File: src/rtl/adder_pkg.sv
// Shared definitions for the nibble-serial adder and its 4-bit prefix core.
package adder_pkg;

  localparam int NIBBLE_W = 32'sd4;

  typedef enum logic [1:0] {
    IDLE = 2'd0,
    RUN  = 2'd1,
    DONE = 2'd2
  } sna_state_t;

  // Number of 4-bit slices needed to cover an operand of the given width.
  function automatic int num_nib(input int width);
    return width / NIBBLE_W;
  endfunction

endpackage

File: src/rtl/adder.sv
// 4-bit parallel-prefix (Kogge-Stone) adder core, purely combinational.
// The carry-in is folded into bit 0's generate so the two prefix levels
// directly yield every bit's carry.
module adder
  import adder_pkg::*;
(
  input  logic [NIBBLE_W-1:0] a,
  input  logic [NIBBLE_W-1:0] b,
  input  logic                cin,
  output logic [NIBBLE_W-1:0] sum,
  output logic                cout
);

  logic [NIBBLE_W-1:0] g_s;
  logic [NIBBLE_W-1:0] p_s;
  logic                g0c_s;
  logic [NIBBLE_W-1:0] l1_g_s;
  logic [NIBBLE_W-1:0] l1_p_s;
  logic [NIBBLE_W-1:0] carry_s;

  assign g_s   = a & b;
  assign p_s   = a ^ b;
  assign g0c_s = g_s[0] | (p_s[0] & cin);

  // First prefix level: span-2 group generate/propagate.
  assign l1_g_s[0] = g0c_s;
  assign l1_p_s[0] = p_s[0];
  assign l1_g_s[1] = g_s[1] | (p_s[1] & g0c_s);
  assign l1_p_s[1] = p_s[1] & p_s[0];
  assign l1_g_s[2] = g_s[2] | (p_s[2] & g_s[1]);
  assign l1_p_s[2] = p_s[2] & p_s[1];
  assign l1_g_s[3] = g_s[3] | (p_s[3] & g_s[2]);
  assign l1_p_s[3] = p_s[3] & p_s[2];

  // Second prefix level: carries into each bit position and out of bit 3.
  assign carry_s[0] = cin;
  assign carry_s[1] = g0c_s;
  assign carry_s[2] = l1_g_s[1];
  assign carry_s[3] = l1_g_s[2] | (l1_p_s[2] & g0c_s);
  assign cout       = l1_g_s[3] | (l1_p_s[3] & l1_g_s[1]);

  assign sum = p_s ^ carry_s;

endmodule

File: src/rtl/serial_nibble_adder.sv
// Nibble-serial WIDTH-bit adder: streams one 4-bit slice per cycle through
// the shared prefix core, LSB nibble first, and presents the registered
// sum, carry-out and signed overflow on a valid/ready output port.
module serial_nibble_adder
  import adder_pkg::*;
#(
  parameter int WIDTH = 16
) (
  input  logic             clk,
  input  logic             rst,
  input  logic             in_valid,
  output logic             in_ready,
  input  logic [WIDTH-1:0] in_a,
  input  logic [WIDTH-1:0] in_b,
  input  logic             in_cin,
  output logic             out_valid,
  input  logic             out_ready,
  output logic [WIDTH-1:0] out_sum,
  output logic             out_cout,
  output logic             out_ovf
);

  localparam int NUM_NIB = num_nib(WIDTH);
  localparam int CNT_W   = (NUM_NIB > 1) ? $clog2(NUM_NIB) : 1;
  localparam logic [CNT_W-1:0] LAST_NIB = CNT_W'(NUM_NIB - 1);

  generate
    if (((WIDTH % NIBBLE_W) != 0) || (WIDTH < NIBBLE_W)) begin : g_bad_width
      $error("serial_nibble_adder: WIDTH must be a multiple of 4 and at least 4");
    end
  endgenerate

  sna_state_t          state_r;
  logic [WIDTH-1:0]    a_sh_r;
  logic [WIDTH-1:0]    b_sh_r;
  logic [WIDTH-1:0]    result_r;
  logic                carry_r;
  logic [CNT_W-1:0]    nib_cnt_r;
  logic [WIDTH-1:0]    out_sum_r;
  logic                out_cout_r;
  logic                out_ovf_r;
  logic                out_valid_r;
  logic                in_ready_r;

  logic [NIBBLE_W-1:0] core_sum_s;
  logic                core_cout_s;
  logic [WIDTH-1:0]    result_next_s;
  logic                ovf_next_s;

  adder u_core (
    .a    (a_sh_r[NIBBLE_W-1:0]),
    .b    (b_sh_r[NIBBLE_W-1:0]),
    .cin  (carry_r),
    .sum  (core_sum_s),
    .cout (core_cout_s)
  );

  // Next result word (new nibble enters at the top) and overflow of the final slice.
  always_comb begin
    result_next_s = (result_r >> NIBBLE_W) | (WIDTH'(core_sum_s) << (WIDTH - NIBBLE_W));
    ovf_next_s    = (a_sh_r[NIBBLE_W-1] == b_sh_r[NIBBLE_W-1]) &&
                    (core_sum_s[NIBBLE_W-1] != a_sh_r[NIBBLE_W-1]);
  end

  // Control FSM with datapath registers and registered output port.
  always_ff @(posedge clk) begin
    if (rst) begin
      state_r     <= IDLE;
      a_sh_r      <= '0;
      b_sh_r      <= '0;
      result_r    <= '0;
      carry_r     <= 1'b0;
      nib_cnt_r   <= '0;
      out_sum_r   <= '0;
      out_cout_r  <= 1'b0;
      out_ovf_r   <= 1'b0;
      out_valid_r <= 1'b0;
      in_ready_r  <= 1'b1;
    end else begin
      case (state_r)
        IDLE: begin
          if (in_valid) begin
            a_sh_r     <= in_a;
            b_sh_r     <= in_b;
            carry_r    <= in_cin;
            nib_cnt_r  <= '0;
            in_ready_r <= 1'b0;
            state_r    <= RUN;
          end else begin
            state_r    <= IDLE;
          end
        end
        RUN: begin
          result_r <= result_next_s;
          carry_r  <= core_cout_s;
          a_sh_r   <= a_sh_r >> NIBBLE_W;
          b_sh_r   <= b_sh_r >> NIBBLE_W;
          if (nib_cnt_r == LAST_NIB) begin
            out_sum_r   <= result_next_s;
            out_cout_r  <= core_cout_s;
            out_ovf_r   <= ovf_next_s;
            out_valid_r <= 1'b1;
            state_r     <= DONE;
          end else begin
            nib_cnt_r   <= nib_cnt_r + CNT_W'(1);
            state_r     <= RUN;
          end
        end
        DONE: begin
          if (out_ready) begin
            out_valid_r <= 1'b0;
            in_ready_r  <= 1'b1;
            state_r     <= IDLE;
          end else begin
            state_r     <= DONE;
          end
        end
        default: begin
          out_valid_r <= 1'b0;
          in_ready_r  <= 1'b1;
          state_r     <= IDLE;
        end
      endcase
    end
  end

  assign in_ready  = in_ready_r & ~rst;
  assign out_valid = out_valid_r;
  assign out_sum   = out_sum_r;
  assign out_cout  = out_cout_r;
  assign out_ovf   = out_ovf_r;

endmodule

File: config.mk
export PLATFORM = sky130hd
export DESIGN_NAME = serial_nibble_adder
export DESIGN_NICKNAME = d
export VERILOG_FILES = /design/src/rtl/adder_pkg.sv /design/src/rtl/adder.sv /design/src/rtl/serial_nibble_adder.sv
export SDC_FILE = /design/constraint.sdc
export NUM_CORES = 1
export LEC_CHECK = 0
export ABC_CLOCK_PERIOD_IN_PS = 3500
export CORE_UTILIZATION = 45
export DETAILED_ROUTE_END_ITERATION = 12
export PLACE_DENSITY = 0.68
export SLEW_MARGIN = 5
export SYNTH_ARGS = -nofsm -noshare
export SYNTH_HDL_FRONTEND = slang
export SYNTH_SLANG_ARGS = --single-unit
File: constraint.sdc
create_clock -name clk -period 3.5 [get_ports clk]
set_clock_uncertainty 0.15 [all_clocks]
set_input_delay 0.525 -clock clk [delete_from_list [all_inputs] [get_ports clk]]
set_output_delay 0.525 -clock clk [all_outputs]
set_load 0.03 [all_outputs]
## After elaboration in Yosys (flattened, before gate mapping)

Index checks and enable logic that the tools add are counted.

- Register bits after elaboration: 73
- Output and inout port bits: 20
- Logic and storage cells: 70
- Input port bits: 37

- Muxes and demuxes: 19
- Add/sub/neg operators: 1
- Bitwise operators: 22
- Eq/ne operators: 9
- Reduce and logical (&&, ||, !) cells: 8

Operators by type and width:

| kind | count |
|---|---|
| one-hot mux 16 bit (2 select lines) | 2 |
| 2-to-1 mux 16 bit | 2 |
| OR 12 x 16 -> 16 bit | 1 |
| bitwise AND 1 bit | 9 |
| AND reduction 3 bit | 3 |
| 2-to-1 mux 2 bit | 4 |
| != test 2 bit, second input constant | 4 |
| bitwise XOR 4 bit | 2 |
| 2-to-1 mux 1 bit | 6 |
| OR 1 bit | 6 |
| one-hot mux 1 bit (3 select lines) | 2 |
| one-hot mux 2 bit (3 select lines) | 1 |
| bitwise AND 4 bit | 1 |
| equality test 2 bit, second input constant | 2 |
| one-hot mux 2 bit (2 select lines) | 1 |
| AND reduction 2 bit | 2 |
| NOT 1 bit | 3 |
| adder 2 x 1 -> 2 bit, second input constant | 1 |
| equality test 2 x 1 -> 1 bit, second input constant | 1 |
| logical NOT 2 bit | 1 |
| one-hot mux 1 bit (2 select lines) | 1 |
| nonzero test 2 bit | 1 |
| equality test 1 bit | 1 |
| logical AND 1 bit | 1 |
| != test 1 bit | 1 |

## Depth between registers and ports, before layout

- Depth after elaboration: 8
- Gate-level depth with buffers: 6

## Modules after synthesis

Synthesis repeated with hierarchy kept, for this count alone.

- Cells, all modules: 343
- Area total of the unflattened synthesis: 2962.8 um^2

Modules (own cells, without submodules):

| module | cells each | instances | sequential area each (um^2) | area an instance (um^2) |
|---|---|---|---|---|
| serial_nibble_adder | 332 | 1 | 1381.3 | 2836.5 |
| adder | 11 | 1 | 0.0 | 126.4 |

## Least setup slack after synthesis

No wires, ideal clock.

- Path kind: in2out
- Start point: input rst
- End point: output in_ready
- Stages on the path: 4
- Path buffers: 3
- Setup slack: 1.374 ns
- Arrival time: 1.451 ns
- Cells stage by stage: buf_2 buf_2 buf_1 nor2_1

- Cells in the longest elaborated chain, start to end: 2

RTL lines:

| item | RTL line | source |
|---|---|---|
| from (decl) | serial_nibble_adder.sv:10 | `input logic rst,` |
| NOT 1 bit | serial_nibble_adder.sv:127 | `assign in_ready = in_ready_r & ~rst;` |
| bitwise AND 1 bit | serial_nibble_adder.sv:127 |  |
| to (decl) | serial_nibble_adder.sv:12 | `output logic in_ready,` |

Every way passes these cells.

## Worst setup path in the final report

Ends and elaborated chain as after synthesis.

==> key figures <==
Run status
  • Status: completed

Clocking
  • CTS root buffer: clkbuf_8
  • Post-CTS Setup Inserts: 0
  • Num Clock Sinks: 69
  • H-tree levels: 3
  • TritonCTS clock tree: built
  • CTS Buf Count: 9
  • Clock transition at the registers of the reported paths: 0.07 ns
  • Worst-case clock buffer depth: 2
  • Number of hold buffers added after CTS: 0
  • Clk_lat worst skew: 0.34 ns
  • CTS resizes: 0

Worst setup path
  • R2r startpoint: state_r[0]
  • Startpoint types: input pin
  • Critical path data required time: 2.82 ns
  • Critical path, cell by cell: buf_2, nor2_1, clkdlybuf4s50_1
  • R2R depth: 3
  • Crit end category: output port
  • Cell family with most CP delay: buffers and inverters
  • R2R Path End: result_r[15]
  • Critical Path AT: 1.71 ns
  • Flop-to-flop setup slack: 1.34 ns
  • Worst path bufs/invs: 2
  • CP Max Fanout: 35
  • CP max-delay cell: clkdlybuf4s50_1
  • WS Path Type: input pin to output port
  • CP peak stage delay: 0.62 ns

Routing
  • DR iter-0 viols: 80
  • First-pass detailed-route iteration total: 4
  • Avg Vias per Cell: 5.25
  • DRC Markers: 0
  • WL final: 5900 µm
  • Final ANT Viol Nets: 0
  • Drt wl/cell: 12.7 µm
  • Via count: 2434

Timing
  • Max Clk Rate: 419 MHz
  • Tmin final: 2.39 ns
  • Final setup violation count: 0
  • Final worst slack: 1.11 ns
  • Slew @ Worst Pin: 0.978 ns
  • Fin. max-slew vios: 0
  • Crit share post-route: 68.2%
  • Final hold vios: 0
  • RSZ-0062 raised after global routing: no
  • TNS Setup: 0 ns
  • Worst rel slew slack: 34.8%

Hold path
  • Hold path depth: 2
  • Hold EP: out_sum[11]
  • Worst min path class: flop to flop
  • Hold_sp: out_sum[11]

Power and ir drop
  • P_int: 1.27 mW
  • Clock power share: 37.9%
  • Pwr dens: 471 nW/µm²
  • Leakage dissipation: 1.34 nW
  • Comb pwr share: 11.7%
  • Net Sw Frac: 25.1%
  • Sw Pwr: 425 µW
  • Seq pwr share: 50.5%
  • Worst VDD drop: 257 µV

Floorplanning
  • Die height: 82.0 µm
  • Die W: 82.0 µm
  • Area of the die: 6720 µm²
  • FP Rows: 28
  • Num ports: 57
  • Starting density of the core: 47.5%
  • Core area: 6060 µm²

Placement
  • Port bufs: 56
  • Detailed Place HPWL: 3920 µm
  • GPL Wtd Cong: 0.720
  • Pre-CTS WS: 1.05 ns

Synth
  • Prevailing post-synth register cell: dfxtp_1
  • Syn nets: 382
  • Part of the Yosys area used for sequential elements: 48.0%
  • Synth area leaders: dfxtp_1 (48%), nand2_1 (13%), a311oi_1 (7.3%)
  • Area leader, netlist: dfxtp_1
  • Synth async-reset ratio: 0%
  • Syn_area_per_cell: 8.49 µm²
  • Synth unique cells: 38
  • Post-synthesis cell count: 339
  • Post-synth EDFFs: 0
  • Cell area after synthesis: 2880 µm²
  • Share of the synthesized area in the top cell type: 48.0%
  • Warnings from Yosys: 0
  • FF+latch count, synth: 69

Run
  • Max-cap violations: 0

GRT
  • Initial antenna violation count: 0
  • First-pass GRT wire length: 9960 µm
  • Total congestion overflow: 0
  • Vias in the first global route: 2179
  • Largest net degree at the start of global routing: 49
  • GRT Total Usage: 19.7%

Cells and area
  • Most frequent cells in the layout: nand2_1 (96), dfxtp_1 (69), clkdlybuf4s50_1 (55)
  • Synth-to-layout area growth: 24.8%
  • Antenna diodes: 0
  • Post-layout nets: 427
  • Most common cell after layout, fill and taps aside: nand2_1
  • Layout cell share with drive strength beyond 1: 6.68%
==> tightest hold or removal path, stage by stage (launching register included) <==
cell	delay, ns
dfxtp_1	0.31
nand2_1	0.05
a21oi_1	0.05
==> registers in the layout, indices dropped and copies added, names as in the netlist, 2 cells and up <==
register / count
a_sh_r: 16
b_sh_r: 16
out_sum: 16
result_r: 12
nib_cnt_r: 2
state_r: 2
==> power by group through the flow <==
stage	clock [mW]	sequential (mW)	combinational, mW
final	0.641	0.853	0.197
after global routing	0.694	0.858	0.221
after CTS	0.652	0.853	0.199
after detailed placement	0	0.872	0.198
after global placement	0	0.870	0.196
after floorplan	0	0.862	0.139
==> through the flow <==
| stage | power [mW] | utilization, % | hold slack (ns) | cell area, µm² | std cells |
|---|---|---|---|---|---|
| after floorplan | 1.00 | - | 0.282 | 2880 | 339 |
| after global placement | 1.07 | 56.1 | 0.294 | 3400 | 448 |
| after detailed placement | 1.07 | 56.1 | 0.296 | 3400 | 448 |
| after CTS | 1.70 | 59.3 | 0.307 | 3590 | 464 |
| after global routing | 1.77 | 59.3 | 0.325 | 3590 | 464 |
| final | 1.69 | 59.3 | 0.304 | 3590 | 464 |
==> worst max path at each step <==
stage / startpoint / to / slack, ns / depth (start not counted)
after floorplan: rst / in_ready / 1.37 / 4
after global placement: rst / in_ready / 1.11 / 3
after detailed placement: in_valid / a_sh_r[7] / 1.05 / 4
after CTS: rst / in_ready / 1.12 / 3
after global routing: rst / in_ready / 1.05 / 3
final: rst / in_ready / 1.11 / 3
==> final cells by class <==
cell class	count	area, µm²
clock inverter	4	47.5
fill	580	2470
tap	75	93.8
clock buffer	12	145
multi-input combinational	242	1330
timing repair buffer	61	593
inverter	1	3.75
sequential	69	1380
==> synthesized netlist by cell type (4+ instances only) <==
master / n
ha_1: 4
a311oi_1: 24
dfxtp_1: 69
clkbuf_1: 6
buf_6: 5
a22oi_1: 8
a211oi_1: 4
buf_2: 10
nor2_1: 40
a21oi_1: 30
buf_4: 4
nand2_1: 96
==> routing by layer <==
layer | GRT usage, % | share of wire (%) | up-vias
met5 | 0 | 0 | -
met4 | 9.47 | 1.8 | 0
met3 | 4.33 | 3.6 | 9
met2 | 32.9 | 49 | 52
met1 | 23.9 | 46 | 1108
li1 | - | - | 1265
==> kinds of logic (layout without fill, tap and decap cells) <==
logic type / Yosys count / in the layout / synth area share, %
and+or+nand+nor: 153 / 153 / 22.4
adders and majority gates: 6 / 6 / 3.13
buffers and inverters: 28 / 78 / 5.91
xor gates and xnor gates: 1 / 1 / 0.304
AOI/OAI and AO/OA: 82 / 82 / 20.3
DFF: 69 / 69 / 48.0
No activity file was read; power rests on OpenSTA's default activity.
